`config.mk`:
```
export PLATFORM = sky130hd
export DESIGN_NAME = fifo_uart_tx
export DESIGN_NICKNAME = d
export VERILOG_FILES = /design/src/rtl/fifo_uart_tx.sv
export SDC_FILE = /design/constraint.sdc
export NUM_CORES = 1
export LEC_CHECK = 0
export CAP_MARGIN = 20
export CORE_AREA = 2 2 64 66
export CTS_BUF_LIST = sky130_fd_sc_hd__clkbuf_2
export DETAILED_ROUTE_END_ITERATION = 10
export DIE_AREA = 0 0 66 68
export PLACE_DENSITY_LB_ADDON = 0.1
export SETUP_SLACK_MARGIN = 0.1
export SLEW_MARGIN = 20
export SYNTH_ARGS = -nofsm -noshare
export SYNTH_HDL_FRONTEND = slang
export SYNTH_SLANG_ARGS = --single-unit
```
`constraint.sdc`:
```
create_clock -name rclk -period 2.8 [get_ports rclk]
set_input_delay 0.7 -clock rclk [delete_from_list [all_inputs] [get_ports rclk]]
set_output_delay 0.7 -clock rclk [all_outputs]
set_load 0.01 [all_outputs]
```
`src/rtl/fifo_uart_tx.sv`:
```
// Drains first-word-fall-through FIFO words onto a UART line, least-significant byte first.
// Define FIFO_UART_TX_PARITY_EN to add an even-parity bit after each byte's data bits.
module fifo_uart_tx #(
    parameter int data_width   = 16,
    parameter int clks_per_bit = 434
) (
    input  logic                  rclk,
    input  logic                  rrst_n,
    input  logic [data_width-1:0] rdata,
    input  logic                  rempty,
    output logic                  rinc,
    output logic                  txd,
    output logic                  busy,
    output logic                  byte_done
);
    localparam int NBYTES = data_width / 8;
    localparam int BAUD_W = (clks_per_bit > 1) ? $clog2(clks_per_bit) : 1;
    localparam int BYTE_W = (NBYTES > 1) ? $clog2(NBYTES) : 1;
    localparam logic [BAUD_W-1:0] BAUD_LAST = BAUD_W'(clks_per_bit - 1);
    localparam logic [BYTE_W-1:0] BYTE_LAST = BYTE_W'(NBYTES - 1);

    typedef enum logic [2:0] {
        IDLE,
        START,
        DATA,
`ifdef FIFO_UART_TX_PARITY_EN
        PARITY,
`endif
        STOP
    } state_t;

    state_t                  state, state_n;
    logic [BAUD_W-1:0]       baud;
    logic [2:0]              bit_cnt;
    logic [BYTE_W-1:0]       byte_cnt;
    logic [data_width-1:0]   shreg;
    logic                    baud_last;
    logic                    last_byte;
`ifdef FIFO_UART_TX_PARITY_EN
    logic                    par;
`endif

    assign baud_last = (baud == BAUD_LAST);
    assign last_byte = (byte_cnt == BYTE_LAST);

    always_ff @(posedge rclk or negedge rrst_n) begin
        if (!rrst_n) state <= IDLE;
        else         state <= state_n;
    end

    // rinc is gated by reset so a non-empty FIFO is never popped while held in reset
    always_comb begin
        state_n   = state;
        rinc      = 1'b0;
        txd       = 1'b1;
        busy      = (state != IDLE);
        byte_done = 1'b0;
        case (state)
            IDLE: begin
                if (!rempty && rrst_n) begin
                    rinc    = 1'b1;
                    state_n = START;
                end
            end
            START: begin
                txd = 1'b0;
                if (baud_last) state_n = DATA;
            end
            DATA: begin
                txd = shreg[0];
`ifdef FIFO_UART_TX_PARITY_EN
                if (baud_last && bit_cnt == 3'd7) state_n = PARITY;
`else
                if (baud_last && bit_cnt == 3'd7) state_n = STOP;
`endif
            end
`ifdef FIFO_UART_TX_PARITY_EN
            PARITY: begin
                txd = par;
                if (baud_last) state_n = STOP;
            end
`endif
            STOP: begin
                if (baud_last) begin
                    byte_done = 1'b1;
                    state_n   = last_byte ? IDLE : START;
                end
            end
            default: state_n = IDLE;
        endcase
    end

    // Word shifts right one bit per data bit, so shreg[0] always holds the next bit on the wire
    always_ff @(posedge rclk or negedge rrst_n) begin
        if (!rrst_n) begin
            baud     <= '0;
            bit_cnt  <= '0;
            byte_cnt <= '0;
            shreg    <= '0;
`ifdef FIFO_UART_TX_PARITY_EN
            par      <= 1'b0;
`endif
        end else begin
            if (state == IDLE || baud_last) baud <= '0;
            else                            baud <= baud + BAUD_W'(1);
            case (state)
                IDLE: begin
                    bit_cnt  <= '0;
                    byte_cnt <= '0;
                    if (!rempty) shreg <= rdata;
                end
`ifdef FIFO_UART_TX_PARITY_EN
                START: if (baud_last) par <= ^shreg[7:0];
`endif
                DATA: begin
                    if (baud_last) begin
                        shreg   <= shreg >> 1;
                        bit_cnt <= bit_cnt + 3'd1;
                    end
                end
                STOP: begin
                    if (baud_last) byte_cnt <= last_byte ? '0 : byte_cnt + BYTE_W'(1);
                end
                default: ;
            endcase
        end
    end
endmodule

```
# ---- Yosys cells after proc, flatten, opt, wreduce, memory -nomap -nowiden
# Index checks and enable logic that the tools add are counted.
dict set report word_totals {
  regBits 32
  in_bits 19
  elab_cells 51
  out_inout_bits 4
}
dict set report op_classes {
  n_addsub 3
  eq_ne 11
  n_mux 20
  reduce_logical 12
}
# operator count
set op_table {}
lappend op_table {{$mux W16} 2}
lappend op_table {{$pmux W16 S2} 1}
lappend op_table {{$mux W3} 5}
lappend op_table {{$ne A2 B2 Y1 const B} 6}
lappend op_table {{$pmux W3 S4} 1}
lappend op_table {{$add A9 B1 Y9 const B} 1}
lappend op_table {{$eq A9 B9 Y1 const B} 1}
lappend op_table {{$mux W9} 1}
lappend op_table {{$mux W1} 7}
lappend op_table {{$eq A3 B2 Y1 const B} 2}
lappend op_table {{$pmux W3 S2} 1}
lappend op_table {{$pmux W1 S2} 2}
lappend op_table {{$reduce_and A2 Y1} 2}
lappend op_table {{$reduce_and A4 Y1} 1}
lappend op_table {{$reduce_bool A2 Y1} 2}
lappend op_table {{$add A3 B1 Y3 const B} 1}
lappend op_table {{$eq A3 B1 Y1 const B} 1}
lappend op_table {{$eq A3 B3 Y1 const B} 1}
lappend op_table {{$logic_not A3 Y1} 1}
lappend op_table {{$reduce_and A3 Y1} 1}
lappend op_table {{$reduce_bool A3 Y1} 1}
lappend op_table {{$logic_and A1 B1 Y1} 2}
lappend op_table {{$add A1 B1 Y1 const B} 1}
lappend op_table {{$logic_not A1 Y1} 1}
lappend op_table {{$logic_or A1 B1 Y1} 1}

# ---- Longest topological paths before layout
dict set report depth {
  ltp_word 4
  mapped_depth 8
}

# ---- Worst setup path after synthesis
# No wires, ideal clock.
dict set report synth_path {
  kind {reg-to-output}
  startpoint {register state[0]}
  endpoint {output port rinc}
  arrival_ns 1.176
  setup_slack_ns 0.924
  t_required_ns 2.100
  stages_incl_launch_ff 6
  n_path_buf 1
  path_cell_list {dfrtp_1 -> inv_1 -> ha_1 -> buf_2 -> inv_1 -> nor3_1}
}
dict set report synth_via {
  elab_chain_len 2
}
# item line_no
set synth_lines {}
lappend synth_lines {{start, declared} 32} ;# state_t state, state_n;
lappend synth_lines {{start signal, assigned} 48} ;# else state <= state_n;
lappend synth_lines {{$logic_not A3 Y1} 58} ;# case (state)
lappend synth_lines {{$mux W1} 58}
lappend synth_lines {{end, declared} 11} ;# output logic rinc,
# No other way between the ends.

# ---- Worst setup path in the final report
dict set report layout_path {
  startpoint {register state[1]}
  endpoint {output port txd}
}
dict set report layout_via {
  elab_chain_len 2
  elab_cells_between_ends 3
  classes_between {eq/ne: 2; mux: 1}
}
# item line_no
set layout_lines {}
lappend layout_lines {{$eq A3 B2 Y1 / $eq A3 B1 Y1 (equally long branches)} 58}
lappend layout_lines {{$pmux W1 S2 (*)} 58}
lappend layout_lines {{end, declared} 12} ;# output logic txd,
# Mark *: on every way between the ends. The rest lies on a longest branch, timed or not.

==> metrics.log <==
[metrics] register clock-pin slew on the reported worst setup and hold paths: 0.17 ns
[metrics] count of endpoints failing setup in the final report: 0
[metrics] sequential share of power: a little under two fifths
[metrics] synth warn: 0
[metrics] element type at the critical path end: output port
[metrics] result of the run: finished clean
[metrics] initial core utilization: between 40% and 50%
[metrics] Final Skew: 0.0130 ns
[metrics] worst slew pin tran: between 0.5 and 0.6 ns
[metrics] most area-hungry cell type in the Yosys netlist: dfrtp_1
[metrics] sequential area share after synthesis: 47.4%
[metrics] Clock H-tree levels: 2
[metrics] ratio of total power to cell area: about 1000 mW/mm²
[metrics] largest net degree at the start of global routing: 32
[metrics] growth of design area from synthesis to finish: 21.4%
[metrics] remaining design rule violation count: 0
[metrics] vias in the first global route: 1374
[metrics] total wire length after detailed routing: 3570 µm
[metrics] critical path required time: 2.10 ns
[metrics] count of antenna-violating nets left after detailed routing: 0
[metrics] die outline area: roughly 0.0045 mm²
[metrics] delay of the slowest cell on the worst path: 0.56 ns
[metrics] Post-layout nets: 215
[metrics] Slowest cell on crit path: clkdlybuf4s50_1
[metrics] wire length of the first global-routing pass: 6280 µm
[metrics] total congestion overflow after global routing: 0
[metrics] die height: 68 µm
[metrics] min cycle time layout: 2.56 ns
[metrics] final antenna diode count: 0
[metrics] worst path cell trace: inv_1 > ha_1 > o21ai_0 > clkdlybuf4s50_1
[metrics] TNS Setup: 0 ns
[metrics] global-route total usage across every layer: between 10% and 20%
[metrics] Std-Cell Core Area: 0.00386 mm²
[metrics] reported leakage power: 0.855 nW
[metrics] ranking of synthesized cells by area: dfrtp_1 (47%), o22ai_1 (11%), ha_1 (6.1%)
[metrics] count of buffers inserted at the top-level ports: 22
[metrics] list of most frequent post-synthesis cells: dfrtp_1 (31), o22ai_1 (29), a21oi_1 (16)
[metrics] critical path class: register to output port
[metrics] Netlist Area Pre-Place: approximately 0.0016 mm²
[metrics] fraction of layout instances using a drive strength above 1: 13.2%
[metrics] Final Max Slew Viols: 0
[metrics] Clock Path Buffers: 2
[metrics] CTS tree: done
[metrics] count leader, synth: dfrtp_1
[metrics] Avg Vias per Cell: 5.60
[metrics] unrepaired setup endpoints after global routing: yes
[metrics] Distinct cells, synth: 35
[metrics] die boundary width: 66 µm
[metrics] path type of the worst min-delay path: register to register
[metrics] fin cells: around 240
[metrics] FFs w/ async S/R, synth: 100%
[metrics] post-synthesis area per instance: 10.1 µm²
[metrics] portion of synthesized cell area occupied by the leading cell type: 47.4%
[metrics] synthesized net count: ~190
[metrics] top-level I/O count: 23
[metrics] clk sinks: 31
[metrics] number of vias after detailed routing: ~1.3k
[metrics] combinational fraction of design power: 47.4%
[metrics] number of buffers inserted during clock tree synthesis: 5
[metrics] CTS Hold Buffers Added: 0
[metrics] Final period util: 91.6%
[metrics] Sw Ratio: between 30% and 40%
[metrics] cells after synthesis: 162
[metrics] number of instances in the placed design: 229
[metrics] antenna violations before repair: 0
[metrics] Slew headroom: 61.1%
[metrics] Iteration-0 DRC Markers: roughly 70
[metrics] top flip-flop cell by instance count after synthesis: dfrtp_1
[metrics] Peak VDD IR: 0.374 mV
[metrics] sum of net half-perimeters after detailed placement: 2400 µm
[metrics] maximum net fanout on the critical path: 4
[metrics] final estimated routing congestion in global placement: 0.737
[metrics] number of register bits inferred by synthesis: 31
[metrics] Max Cap Viol: 0
[metrics] Startpoint Class: register
[metrics] Clock Power Share: 15.4%
[metrics] clock latency of the later-clocked register in the worst-skew pair: 0.37 ns
[metrics] TritonRoute pass-1 iters: 4
[metrics] Post-Route Utilization: 51.6%
[metrics] maximum clock rate: about 0.39 GHz
[metrics] clk root buf: clkbuf_2
[metrics] Final Hold Violating Endpoints: 0
[metrics] row count: 23
[metrics] number of synthesized flops with an enable pin: 0
[metrics] internal power summed over all cells: around 0.0012 W
[metrics] Routed WL per cell: roughly 15 µm
[metrics] switching power summed over all nets: 0.000801 W
[metrics] signal arrival time at the worst endpoint: 1.86 ns
[sequential cells by signal (all words and copies together) (netlist names)]
name,count
bit_cnt,3
baud,9
shreg,16
state,2
byte_cnt,1
[path summary, 6_finish.rpt]
path | start | to | slack (ns) | cells after the start
min | baud[0]$_DFF_PN0_ | baud[0]$_DFF_PN0_ | 0.51 | 1
max reg2reg | state[0]$_DFFE_PN0P_ | shreg[1]$_DFFE_PN0P_ | 0.81 | 7
max | state[1]$_DFFE_PN0P_ | txd | 0.24 | 4
min reg2reg | baud[0]$_DFF_PN0_ | baud[0]$_DFF_PN0_ | 0.51 | 1
min in group asynchronous | rrst_n | shreg[1]$_DFFE_PN0P_ | 0.74 | 2
max in group asynchronous | rrst_n | baud[6]$_DFF_PN0_ | 1.75 | 2
[stage by stage]
stage	total power (W)	setup slack [ns]	area, µm²	hold slack [ns]
2_1_floorplan	0.00140	0.924	1640	0.404
3_3_place_gp	0.00161	0.144	1890	0.470
3_5_place_dp	0.00165	0.147	1890	0.485
4_1_cts	0.00199	0.109	1960	0.517
5_1_grt	0.00220	0.0775	1990	0.552
6_report	0.00200	0.235	1990	0.507
[kinds of logic (layout without fill, tap and decap cells)]
group | count (synthesis) | count (layout) | synth area share, %
AND/OR/NAND/NOR | 35 | 35 | 11.7
flip-flops | 31 | 31 | 47.4
buffers and inverters | 18 | 45 | 6.19
AO/OA/AOI/OAI | 59 | 59 | 22.2
XOR/XNOR | 8 | 8 | 4.28
adder cells (fa/ha/maj) | 8 | 8 | 6.11
multiplexers | 3 | 3 | 2.14
[cells in the final DEF, fill, tap and decap left out, drive strengths merged]
master / netlist / final
xnor2: 5 / 5
a32o: 1 / 1
clkdlybuf4s50: 0 / 20
bufinv: 0 / 1
nor4b: 1 / 1
nor3: 2 / 2
o2bb2ai: 2 / 2
or3: 1 / 1
mux2: 1 / 1
xor2: 3 / 3
nand2: 5 / 5
o221ai: 1 / 1
or2: 2 / 2
a22oi: 1 / 1
o21ai: 7 / 7
buf: 8 / 7
a21oi: 17 / 17
and3: 2 / 2
o22ai: 29 / 29
inv: 8 / 8
and2: 2 / 2
ha: 8 / 8
a22o: 1 / 1
nand4: 2 / 2
and4: 2 / 2
dlymetal6s2s: 0 / 2
nand3: 4 / 4
mux2i: 2 / 2
dfrtp: 31 / 31
clkbuf: 2 / 5
clkinv: 0 / 2
nor2: 12 / 12
[power by group through the flow]
stage / sequential, W / clock, W / combinational (W)
3_3_place_gp: 0.000739 / 0 / 0.000874
2_1_floorplan: 0.000718 / 0 / 0.000686
3_5_place_dp: 0.000752 / 0 / 0.000901
5_1_grt: 0.000771 / 0.000343 / 0.00108
6_report: 0.000744 / 0.000309 / 0.000950
4_1_cts: 0.000741 / 0.000319 / 0.000927
[layout make-up]
type	count	area, µm²
clock buffer	5	25.0
inverter	8	30.0
clock inverter	3	38.8
timing repair buffer	29	278
multi-input combinational	113	776
sequential	31	778
tap	50	62.6
fill	368	1870
[critical path, delay by kind of cell (launching register included)]
kind | cells | cell delay, ns
buffers and inverters | 2 | 0.67
DFF | 1 | 0.44
adders and majority gates | 1 | 0.22
AOI/OAI and AO/OA | 1 | 0.17
[repair_timing]
action,in CTS,in global routing
resized for setup,2,6
endpoints found under the setup margin,1,3
buffers inserted,0,2
gates cloned,0,0
pin swaps,0,2
[layer usage]
metal  up-vias  share of wire (%)  wire [µm]  GRT usage (%)
li1        648                  -          -              -
met1       654                 46       1630           23.7
met2        32                 48       1720           30.3
met3         4                5.2        184           4.93
met4         0               0.65         23           5.10
met5         -                  0          0              0
Note: power is estimated with default switching activity, not from simulation.
